$ cat config.mk
export PLATFORM = sky130hd
export DESIGN_NAME = tt_project_mux
export DESIGN_NICKNAME = d
export VERILOG_FILES = /design/src/rtl/tt_mux_pkg.sv /design/src/rtl/tt_slot_seq.sv /design/src/rtl/tt_project_mux.sv
export SDC_FILE = /design/constraint.sdc
export NUM_CORES = 1
export LEC_CHECK = 0
export ABC_AREA = 1
export CORE_AREA = 5 5 417 419
export CTS_CLUSTER_DIAMETER = 30
export DETAILED_ROUTE_END_ITERATION = 10
export DIE_AREA = 0 0 422 424
export SETUP_SLACK_MARGIN = 0.3
export SKIP_LAST_GASP = 1
export SYNTH_ARGS = -nofsm -noshare
export SYNTH_HDL_FRONTEND = slang
export SYNTH_SLANG_ARGS = --single-unit
$ cat constraint.sdc
create_clock -name clk -period 1.9 [get_ports clk]
set_input_delay 0.285 -clock clk [delete_from_list [all_inputs] [get_ports clk]]
set_output_delay 0.285 -clock clk [all_outputs]
set_load 0.03 [all_outputs]
$ cat src/rtl/tt_mux_pkg.sv
// Shared types and slot-bus field offsets for the project multiplexer.
// Slot iw = {uio_in, ui_in, rst_n, clk}; slot ow = {uio_oe, uio_out, uo_out}.
package tt_mux_pkg;

  typedef enum logic [1:0] {
    IDLE  = 2'd0,
    DRAIN = 2'd1,
    RESET = 2'd2,
    RUN   = 2'd3
  } state_t;

  localparam int CLK_BIT     = 0;
  localparam int RSTN_BIT    = 1;
  localparam int UI_LSB      = 2;
  localparam int UIO_LSB     = 10;
  localparam int UO_LSB      = 0;
  localparam int UIO_OUT_LSB = 8;
  localparam int UIO_OE_LSB  = 16;
  localparam int PAD_W       = 8;

  function automatic int addr_width(input int n);
    return (n > 1) ? $clog2(n) : 1;
  endfunction

endpackage

$ cat src/rtl/tt_slot_seq.sv
// Slot switch sequencer: drain for one cycle, hold the new slot in reset
// for RST_CYCLES cycles, then run. Owns the reset timer and address latch.
module tt_slot_seq
  import tt_mux_pkg::*;
#(
  parameter int N_PROJ     = 24,
  parameter int RST_CYCLES = 4,
  parameter int AW         = addr_width(N_PROJ)
) (
  input  logic          clk,
  input  logic          rst,
  input  logic          sel_valid,
  input  logic [AW-1:0] sel_addr,
  output logic          sel_ready,
  output logic          sel_err,
  output state_t        state,
  output logic [AW-1:0] active_addr,
  output logic          out_load
);

  localparam int CW = $clog2(RST_CYCLES + 1);
  localparam logic [CW-1:0] CNT_LOAD = CW'(RST_CYCLES);
  localparam logic [AW:0]   N_LIM    = (AW + 1)'(N_PROJ);

  state_t        state_next;
  logic [CW-1:0] cnt;
  logic [CW-1:0] cnt_next;
  logic          accept;
  logic          addr_ok;

  assign sel_ready = (state == IDLE) || (state == RUN);
  assign accept    = sel_valid && sel_ready;
  assign addr_ok   = {1'b0, sel_addr} < N_LIM;

  always_comb begin
    state_next = state;
    cnt_next   = cnt;
    case (state)
      IDLE, RUN: begin
        if (accept) begin
          state_next = addr_ok ? DRAIN : IDLE;
        end
      end
      DRAIN: begin
        state_next = RESET;
        cnt_next   = CNT_LOAD;
      end
      RESET: begin
        // Terminal count at 1 so the slot sees exactly RST_CYCLES reset cycles.
        if (cnt <= CW'(1)) begin
          state_next = RUN;
        end
        if (cnt != '0) begin
          cnt_next = cnt - CW'(1);
        end
      end
      default: state_next = IDLE;
    endcase
  end

  // Pads only follow the slot while it stays in RUN across the edge.
  assign out_load = (state == RUN) && (state_next == RUN);

  always_ff @(posedge clk) begin
    if (rst) begin
      state       <= IDLE;
      cnt         <= '0;
      active_addr <= '0;
      sel_err     <= 1'b0;
    end else begin
      state   <= state_next;
      cnt     <= cnt_next;
      sel_err <= accept && !addr_ok;
      if (accept && addr_ok) begin
        active_addr <= sel_addr;
      end
    end
  end

endmodule

$ cat src/rtl/tt_project_mux.sv
// N-slot project multiplexer: packs pad inputs into the enabled slot's iw bus
// and registers the running slot's ow bus onto the pads.
module tt_project_mux
  import tt_mux_pkg::*;
#(
  parameter int N_PROJ     = 24,
  parameter int IW         = 18,
  parameter int OW         = 24,
  parameter int RST_CYCLES = 4,
  parameter int AW         = addr_width(N_PROJ)
) (
  input  logic                 clk,
  input  logic                 rst,
  input  logic                 sel_valid,
  input  logic [AW-1:0]        sel_addr,
  output logic                 sel_ready,
  output logic                 sel_err,
  input  logic [7:0]           ui_in,
  input  logic [7:0]           uio_in,
  output logic [7:0]           uo_out,
  output logic [7:0]           uio_out,
  output logic [7:0]           uio_oe,
  output logic [N_PROJ-1:0]    proj_ena,
  output logic [N_PROJ*IW-1:0] proj_iw,
  input  logic [N_PROJ*OW-1:0] proj_ow,
  output logic [AW-1:0]        active_addr,
  output logic                 running
);

  state_t        state;
  logic          out_load;
  logic          slot_ena;
  logic [OW-1:0] sel_ow;

  tt_slot_seq #(
    .N_PROJ    (N_PROJ),
    .RST_CYCLES(RST_CYCLES),
    .AW        (AW)
  ) u_seq (
    .clk        (clk),
    .rst        (rst),
    .sel_valid  (sel_valid),
    .sel_addr   (sel_addr),
    .sel_ready  (sel_ready),
    .sel_err    (sel_err),
    .state      (state),
    .active_addr(active_addr),
    .out_load   (out_load)
  );

  assign running  = (state == RUN);
  assign slot_ena = (state == RESET) || (state == RUN);

  always_comb begin
    proj_ena = '0;
    for (int k = 0; k < N_PROJ; k++) begin
      proj_ena[k] = slot_ena && (active_addr == AW'(k));
    end
  end

  // Non-enabled slots see only the clock; their rst_n stays low.
  always_comb begin
    proj_iw = '0;
    for (int k = 0; k < N_PROJ; k++) begin
      proj_iw[k*IW + CLK_BIT] = clk;
      if (proj_ena[k]) begin
        proj_iw[k*IW + RSTN_BIT]      = running;
        proj_iw[k*IW + UI_LSB +: 8]  = ui_in;
        proj_iw[k*IW + UIO_LSB +: 8] = uio_in;
      end
    end
  end

  always_comb begin
    sel_ow = '0;
    for (int k = 0; k < N_PROJ; k++) begin
      if (active_addr == AW'(k)) begin
        sel_ow = proj_ow[k*OW +: OW];
      end
    end
  end

  always_ff @(posedge clk) begin
    if (rst || !out_load) begin
      uo_out  <= '0;
      uio_out <= '0;
      uio_oe  <= '0;
    end else begin
      uo_out  <= sel_ow[UO_LSB +: PAD_W];
      uio_out <= sel_ow[UIO_OUT_LSB +: PAD_W];
      uio_oe  <= sel_ow[UIO_OE_LSB +: PAD_W];
    end
  end

endmodule

### Word-level counts from Yosys, hierarchy flattened

Index checks and enable logic that the tools add are counted.
W data, S select, Z words.

| cells by class | value |
|---|---|
| add/sub/neg operators | 1 |
| $mul | 0 |
| divide/modulo/power cells | 0 |
| order comparisons | 2 |
| equality and inequality tests | 28 |
| shift operators | 0 |
| mux-type cells | 54 |
| bitwise gates (word level) | 0 |
| reduce and logical (&&, ||, !) cells | 39 |

Operators by type and width:

| kind | count |
|---|---|
| $mux W24 | 24 |
| $mux W17 | 24 |
| $eq A5 B4 Y1 const B | 8 |
| $eq A5 B5 Y1 const B | 8 |
| $logic_and A1 B1 Y1 | 28 |
| $eq A5 B3 Y1 const B | 4 |
| $eq A5 B2 Y1 const B | 2 |
| $eq A2 B2 Y1 const B | 3 |
| $pmux W2 S3 | 1 |
| $pmux W3 S2 | 1 |
| $eq A5 B1 Y1 const B | 1 |
| $logic_not A5 Y1 | 1 |
| $lt A5 B5 Y1 const B | 1 |
| $mux W2 | 2 |
| $le A3 B1 Y1 const B | 1 |
| $logic_or A1 B1 Y1 | 3 |
| $mux W3 | 1 |
| $reduce_bool A3 Y1 | 1 |
| $sub A3 B1 Y3 const B | 1 |
| $eq A2 B1 Y1 const B | 1 |
| $logic_not A1 Y1 | 2 |
| $logic_not A2 Y1 | 1 |
| $ne A2 B1 Y1 const B | 1 |
| $reduce_and A2 Y1 | 1 |
| 3 further kinds | 3 |

| storage, ports and cells | value |
|---|---|
| flip-flop bits (word level) | 35 |
| bits in latches | 0 |
| bits in writable memories | 0 |
| memory bits (read-only) | 0 |
| input bits | 600 |
| output and inout bits | 488 |
| logic and storage cells | 131 |
| memories kept | 0 |

### Longest topological paths before layout

Gate-level depths: netlist of run 1.

| logic depth | value |
|---|---|
| depth in word-level cells | 25 |
| depth in mapped cells | 20 |
| gate-level depth less buffers | 20 |

### Hierarchy

From an unflattened synthesis of run 1, not the netlist that was laid out.

| second synthesis, totals | value |
|---|---|
| cells, all modules | 1,812 |
| area total of the unflattened synthesis | 8,254.2 µm² |

By module, submodules not included:

| module | times used | cells each | area an instance (µm²) | sequential area each (µm²) |
|---|---|---|---|---|
| tt_project_mux | 1 | 1,737 | 7,697.4 | 480.5 |
| tt_slot_seq | 1 | 75 | 556.8 | 220.2 |

==> results_dict.tcl, run 1 <==
set metrics [dict create \
    num_vias 18601 \
    dp_hpwl_um 134000 \
    path_delay_family "simple AND/OR/NAND/NOR gates" \
    end_kind "register" \
    die_width_um 422 \
    layout_commonest_cell "clkdlybuf4s50_1" \
    grt_pass1_vias 18902 \
    hold_viol 0 \
    syn_nets 2422 \
    pin_count 1088 \
    antenna_found_initial 73 \
    max_slew_margin 0.5497 \
    firstDrtPassIters 5 \
    multi_input_area_sq_mm 0.009208 \
    min_path_type "in2reg" \
    whs_ps 443.8 \
    grt_setup_unrepaired "yes" \
    clock.fmax_ghz 0.3051 \
    yosysTopAreaCell "nor2_1" \
    drt_iter0_drc 1109 \
    gp_congestion 0.9886 \
    cts_tree "built" \
    worst_slack_ps -1378 \
    critPathKind "reg2reg" \
    fin_crit_ps 3278 \
    syn_area_per_cell_sq_um 4.523 \
    synthCells 1816 \
    syn2layout_area_growth_pct 260.2 \
    fin_skew_ps 19.59 \
    slowest_stage "nand4_1" \
    period_share 1.725 \
    fin_util 0.1738 \
    core-area_sq_mm 0.1702 \
    ys_warn_count 0 \
    final_cell_mix "635 x clkdlybuf4s50_1, 481 x buf_4, 416 x nand2_1" \
    fillerInstances 19196 \
    worstPathRequired_ps 2270 \
    grt_max_degree 25 \
    clk_latency_ps 450 \
    power-per-cell-area_mw_per_mm2 714.7 \
    via_per_inst 3.417 \
    slowest_delay_ps 540 \
    synthTopCellsByArea "nor2_1 30%, nand2_1 21%, nand4_1 11%, inv_1 8.6%, dfxtp_1 8.5%" \
    portBuffers 1087 \
    wl_per_cell_um 27.70 \
    synthDistinctLibCells 24 \
    ff_latch_area_sq_um 720.7 \
    leakagePower_nw 11.94 \
    max_cap_violations 0 \
    crit_fanout 3 \
    worstPathArrival_ps 3640 \
    setup_violations 481 \
    p_total_mw 21.14 \
    grtUsageTotal 0.1576 \
    synth_top_area_share 0.3048 \
    antenna_left 0 \
    start_util 0.04826 \
    yosysSeqAreaShare 0.08530 \
    startpoint_type "register" \
    critPathMostFrequentCell "nand4_1" \
    violations "setup timing" \
    netlist_area_sq_mm 0.008214 \
    die_h_um 424 \
    worst-path-buf-inv 6 \
    gr-total-overflow 0 \
    final_net_count 3789 \
    vdd_drop_max_mv 1.917 \
    crit_chain "buf_6 -> nor2_4 -> nand2_4 -> nor2_4 -> buf_12 -> buf_6 -> nand2_2 -> nand3_2 -> nor2_4 -> buf_6 -> nand4_1 -> nor2_2 -> buf_6 -> nand4_1 -> nand2_1 -> nand4_1 -> nand2_4 -> nand4_1 -> nor2_1 -> nand4_1 -> nand2_1 -> inv_1" \
    dieArea_sq_mm 0.1789 \
    slew_violations 0 \
    wirelength_um 150700 \
    outcome "complete, but fails checks" \
    path_clk_slew_ps 90 \
    place_ws_ps -2367 \
    ys_seq_elements 35 \
    worst_pin_slew_ps 673.5 \
    grt_pass1_wl_um 186900 \
    std_cell_rows 152 \
    layout-drive-gt1-share 0.4557 \
    drc 0 \
]
## final cells by class
type | instances | area share
timing repair buffer | 1469 | 0.5124
clock buffer | 40 | 0.02165
sequential | 35 | 0.02436
antenna | 24 | 0.002030
timing repair inverter | 4 | 0.002707
multi-input combinational | 1440 | 0.3112
tap | 2233 | 0.09443
inverter | 193 | 0.02973
clock inverter | 5 | 0.001438
## logic make-up after synthesis
| kind of cell | after synthesis | share of synthesized area |
|---|---|---|
| simple gates | 1356 | 0.6876 |
| buf+inv | 341 | 0.1694 |
| compound gates | 78 | 0.04859 |
| flops | 35 | 0.08530 |
| fa+ha+maj | 6 | 0.009139 |
## layer usage
layer | share of wire | wire length (um) | vias to the layer above | track usage
met3 | 0.079 | 11940 | 176 | 0.04338
met1 | 0.35 | 52290 | 9041 | 0.1659
met5 | 0.0013 | 203 | - | 0
met2 | 0.54 | 81480 | 979 | 0.3016
met4 | 0.032 | 4838 | 32 | 0.05051
li1 | - | - | 8373 | -
## tightest hold or removal path: stages
cell,delay [ps]
clkdlybuf4s50_1,430
nand3_1,90
nor2_1,40
## worst paths after layout
check | endpoint | start | cells after the start | slack [ps]
setup / recovery | uio_oe[1] | u_seq.active_addr[1] | 22 | -1380
hold / removal | u_seq.sel_err | sel_addr[3] | 3 | 440
setup reg to reg | uio_oe[1] | u_seq.active_addr[1] | 22 | -1380
hold reg to reg | u_seq.cnt[2] | u_seq.cnt[2] | 2 | 500
## synthesized netlist by cell type, drive strengths merged
master and number:
clkbuf 106, a21oi 55, inv 192, a211oi 2, buf 42, dfxtp 35, nor2 672, o21ai 18
ha 6, nand4 141, or2 47, nand2 449, nor3 4, nand3 43, a31oi 2, clkinv 1
o22ai 1
## state kept, by name, summed over array words and instances (netlist names)
signal,cells
u_seq.cnt,3
uio_oe,8
uio_out,8
u_seq.active_addr,5
u_seq.sel_err,1
uo_out,8
u_seq.state,2
## per-stage QoR
step	area, sq um	cells	TNS (ps)
global route	29560	5432	-450650
detailed placement	26660	5320	-224220
CTS	28270	5383	-434950
floorplan	11330	1816	-66370
finish	29590	5443	-393580
global placement	26660	5320	-220990
## what timing repair did
item                       CTS  global route
buffers inserted            39            33
cloned                       3             3
setup endpoints to repair  501           502
resized for setup          212           262
pin swaps                   62           121
hold buffers                 0             0
## report_power, final
| group | switching [mW] | total (mW) | internal [mW] |
|---|---|---|---|
| clock network | 2.32 | 4.70 | 2.38 |
| registers | 0.0984 | 0.926 | 0.827 |
| logic | 8.84 | 15.5 | 6.68 |
(Power assumes the default switching activity.)
==> run 2, diff against run 1 <==
==> constraint.sdc (replaced) <==
create_clock -name clk -period 1.9 [get_ports clk]
set_input_delay 0.57 -clock clk [delete_from_list [all_inputs] [get_ports clk]]
set_output_delay 0.57 -clock clk [all_outputs]
set_load 0.03 [all_outputs]
==> run 2 against run 1 <==
The flow still finishes with violations (setup timing). Cell count barely moved. Maximum frequency shrank 9.4%. Die area unchanged. Worst setup slack worse by 340 ps. Via count shrank 0.82%. Combinational power is 7% higher. Core utilization grew 0.22 points.
==> results_dict.tcl, run 2 (synthesis gave the netlist of run 1 again) <==
set metrics [dict create \
    layout-drive-gt1-share 0.4803 \
    fin_area_sq_mm 0.02996 \
    worst-path-buf-inv 8 \
    final_net_count 3807 \
    grt_pass1_wl_um 178700 \
    gr-total-overflow 0 \
    holdBufCountCts 0 \
    syn2layout_area_growth_pct 264.8 \
    wirelength_um 143600 \
    clk_latency_ps 450 \
    slowest_delay_ps 480 \
    internal_power_mw 9.960 \
    slowest_stage "nand4_1" \
    place_area_sq_mm 0.02736 \
    grt_pass1_vias 18553 \
    vdd_drop_max_mv 1.540 \
    num_vias 18449 \
    hold_viol 0 \
    cts_tree "built" \
    period_share 1.904 \
    fin_skew_ps 17.59 \
    firstDrtPassIters 5 \
    p_sw_frac 0.5487 \
    drc 0 \
    clock.fmax_ghz 0.2764 \
    wl_per_cell_um 26.37 \
    die_h_um 424 \
    multi_input_area_sq_mm 0.009759 \
    power-per-cell-area_mw_per_mm2 736.6 \
    worstPathArrival_ps 3970 \
    worst_pin_slew_ps 686.4 \
    outcome "complete, but fails checks" \
    setup_violations 489 \
    p_total_mw 22.07 \
    leakagePower_nw 11.95 \
    layout_commonest_cell "clkdlybuf4s50_1" \
    whs_path_depth 2 \
    p_comb_frac 0.754 \
    slew_violations 0 \
    start_util 0.04826 \
    grtUsageTotal 0.1490 \
    worst_slack_ps -1718 \
    final_cell_mix "629 x clkdlybuf4s50_1, 567 x buf_4, 431 x nor2_4" \
    power_frac_seq 0.043 \
    worstPathRequired_ps 2250 \
    p_sw_mw 12.11 \
    critPathMostFrequentCell "buf_6" \
    dieArea_sq_mm 0.1789 \
    fin_crit_ps 3618 \
    gp_congestion 1.038 \
    min_path_type "reg2reg" \
    drt_iter0_drc 1188 \
    via_per_inst 3.387 \
    grt_max_degree 27 \
    fin_util 0.1760 \
    p_clk_frac 0.203 \
    critPathKind "reg2reg" \
    dp_hpwl_um 125100 \
    max_cap_violations 0 \
    end_kind "register" \
    die_width_um 422 \
    fillerInstances 19095 \
    pin_count 1088 \
    crit_fanout 4 \
    std_cell_rows 152 \
    antenna_left 0 \
    path_delay_family "simple AND/OR/NAND/NOR gates" \
    crit_chain "inv_4 -> buf_6 -> nand2_4 -> nor2_4 -> buf_6 -> buf_6 -> buf_6 -> nand3_2 -> nand3_2 -> nor2_2 -> buf_6 -> nand4_1 -> nor2_4 -> buf_6 -> nand4_1 -> nand2_1 -> nand4_1 -> nand2_4 -> nand4_1 -> nor2_2 -> nand4_1 -> nand2_1 -> inv_1" \
    cp.depth 23 \
    top_regs "uio_oe: 8 flops, uio_out: 8 flops, uo_out: 8 flops" \
    violations "setup timing" \
    startpoint_type "register" \
    ff_latch_area_sq_um 721.9 \
    antenna_found_initial 42 \
    path_clk_slew_ps 80 \
    reg2reg_depth 23 \
    core-area_sq_mm 0.1702 \
    max_slew_margin 0.5407 \
    portBuffers 1087 \
    grt_setup_unrepaired "yes" \
]
==> run 2: cell count changes in the layout (fill, tap and decap cells not counted), moves of 4 or more <==
cell / delta
nand3_2: +7
buf_8: -8
nor2_2: -13
nand2_1: -4
nor2_1: -54
nand3_1: -8
buf_6: -54
buf_4: +86
diode_2: -12
clkdlybuf4s50_1: -6
nor2_4: +67
buf_12: -5
==> run 2: final cells by class <==
| cell class | instances | area share |
|---|---|---|
| multi-input combinational | 1440 | 0.3257 |
| timing repair inverter | 8 | 0.004552 |
| clock inverter | 2 | 0.0003758 |
| clock buffer | 40 | 0.02067 |
| tap | 2233 | 0.09325 |
| sequential | 35 | 0.02409 |
| antenna | 12 | 0.001002 |
| inverter | 193 | 0.03140 |
| timing repair buffer | 1484 | 0.4989 |
==> run 2: power groups by stage <==
stage | Combinational, mW | Clock (mW) | Sequential, mW
after floorplan | 5.17 | 1.89 | 1.03
after global placement | 15.0 | 2.10 | 0.959
after detailed placement | 14.9 | 2.10 | 0.967
after CTS | 16.2 | 4.66 | 0.953
after global routing | 17.5 | 4.69 | 0.963
final | 16.6 | 4.47 | 0.951
==> run 2: worst register-to-register path: cells and delay by family (launching register included) <==
| family | cells | cell delay [ps] |
|---|---|---|
| buf+inv | 8 | 820 |
| flops | 1 | 380 |
| simple gates | 15 | 2290 |
==> run 2: layer usage <==
metal  track usage  vias to the layer above  part of all wire
met3       0.04087                      194             0.079
li1              -                     8386                 -
met2        0.2914                     1101              0.55
met4       0.03757                       30             0.028
met1        0.1558                     8738              0.35
met5             0                        -            0.0014
==> run 2: worst paths after layout <==
path                   to            startpoint  slack, ps
min reg2reg  u_seq.cnt[0]          u_seq.cnt[0]        590
max reg2reg     uio_oe[0]  u_seq.active_addr[1]      -1720
min          u_seq.cnt[0]          u_seq.cnt[0]        590
max             uio_oe[0]  u_seq.active_addr[1]      -1720
==> run 2: timing repair <==
item                                    in CTS  in global routing
cloned                                       5                  5
gates resized for setup                    231                170
setup buffers                               48                 22
endpoints found under the setup margin     501                505
pin swaps                                   65                113
==> run 2: through the flow <==
step                      setup slack, ps  cells  TNS, ps  hold slack [ps]
after detailed placement            -2569   5337  -342430            577.4
after CTS                           -1820   5408  -557080            577.4
final                               -1718   5447  -527690            585.6
after global routing                -1781   5440  -583800            624.4
after global placement              -2559   5337  -344370            542.2
after floorplan                    -595.9   1816  -166150            447.3
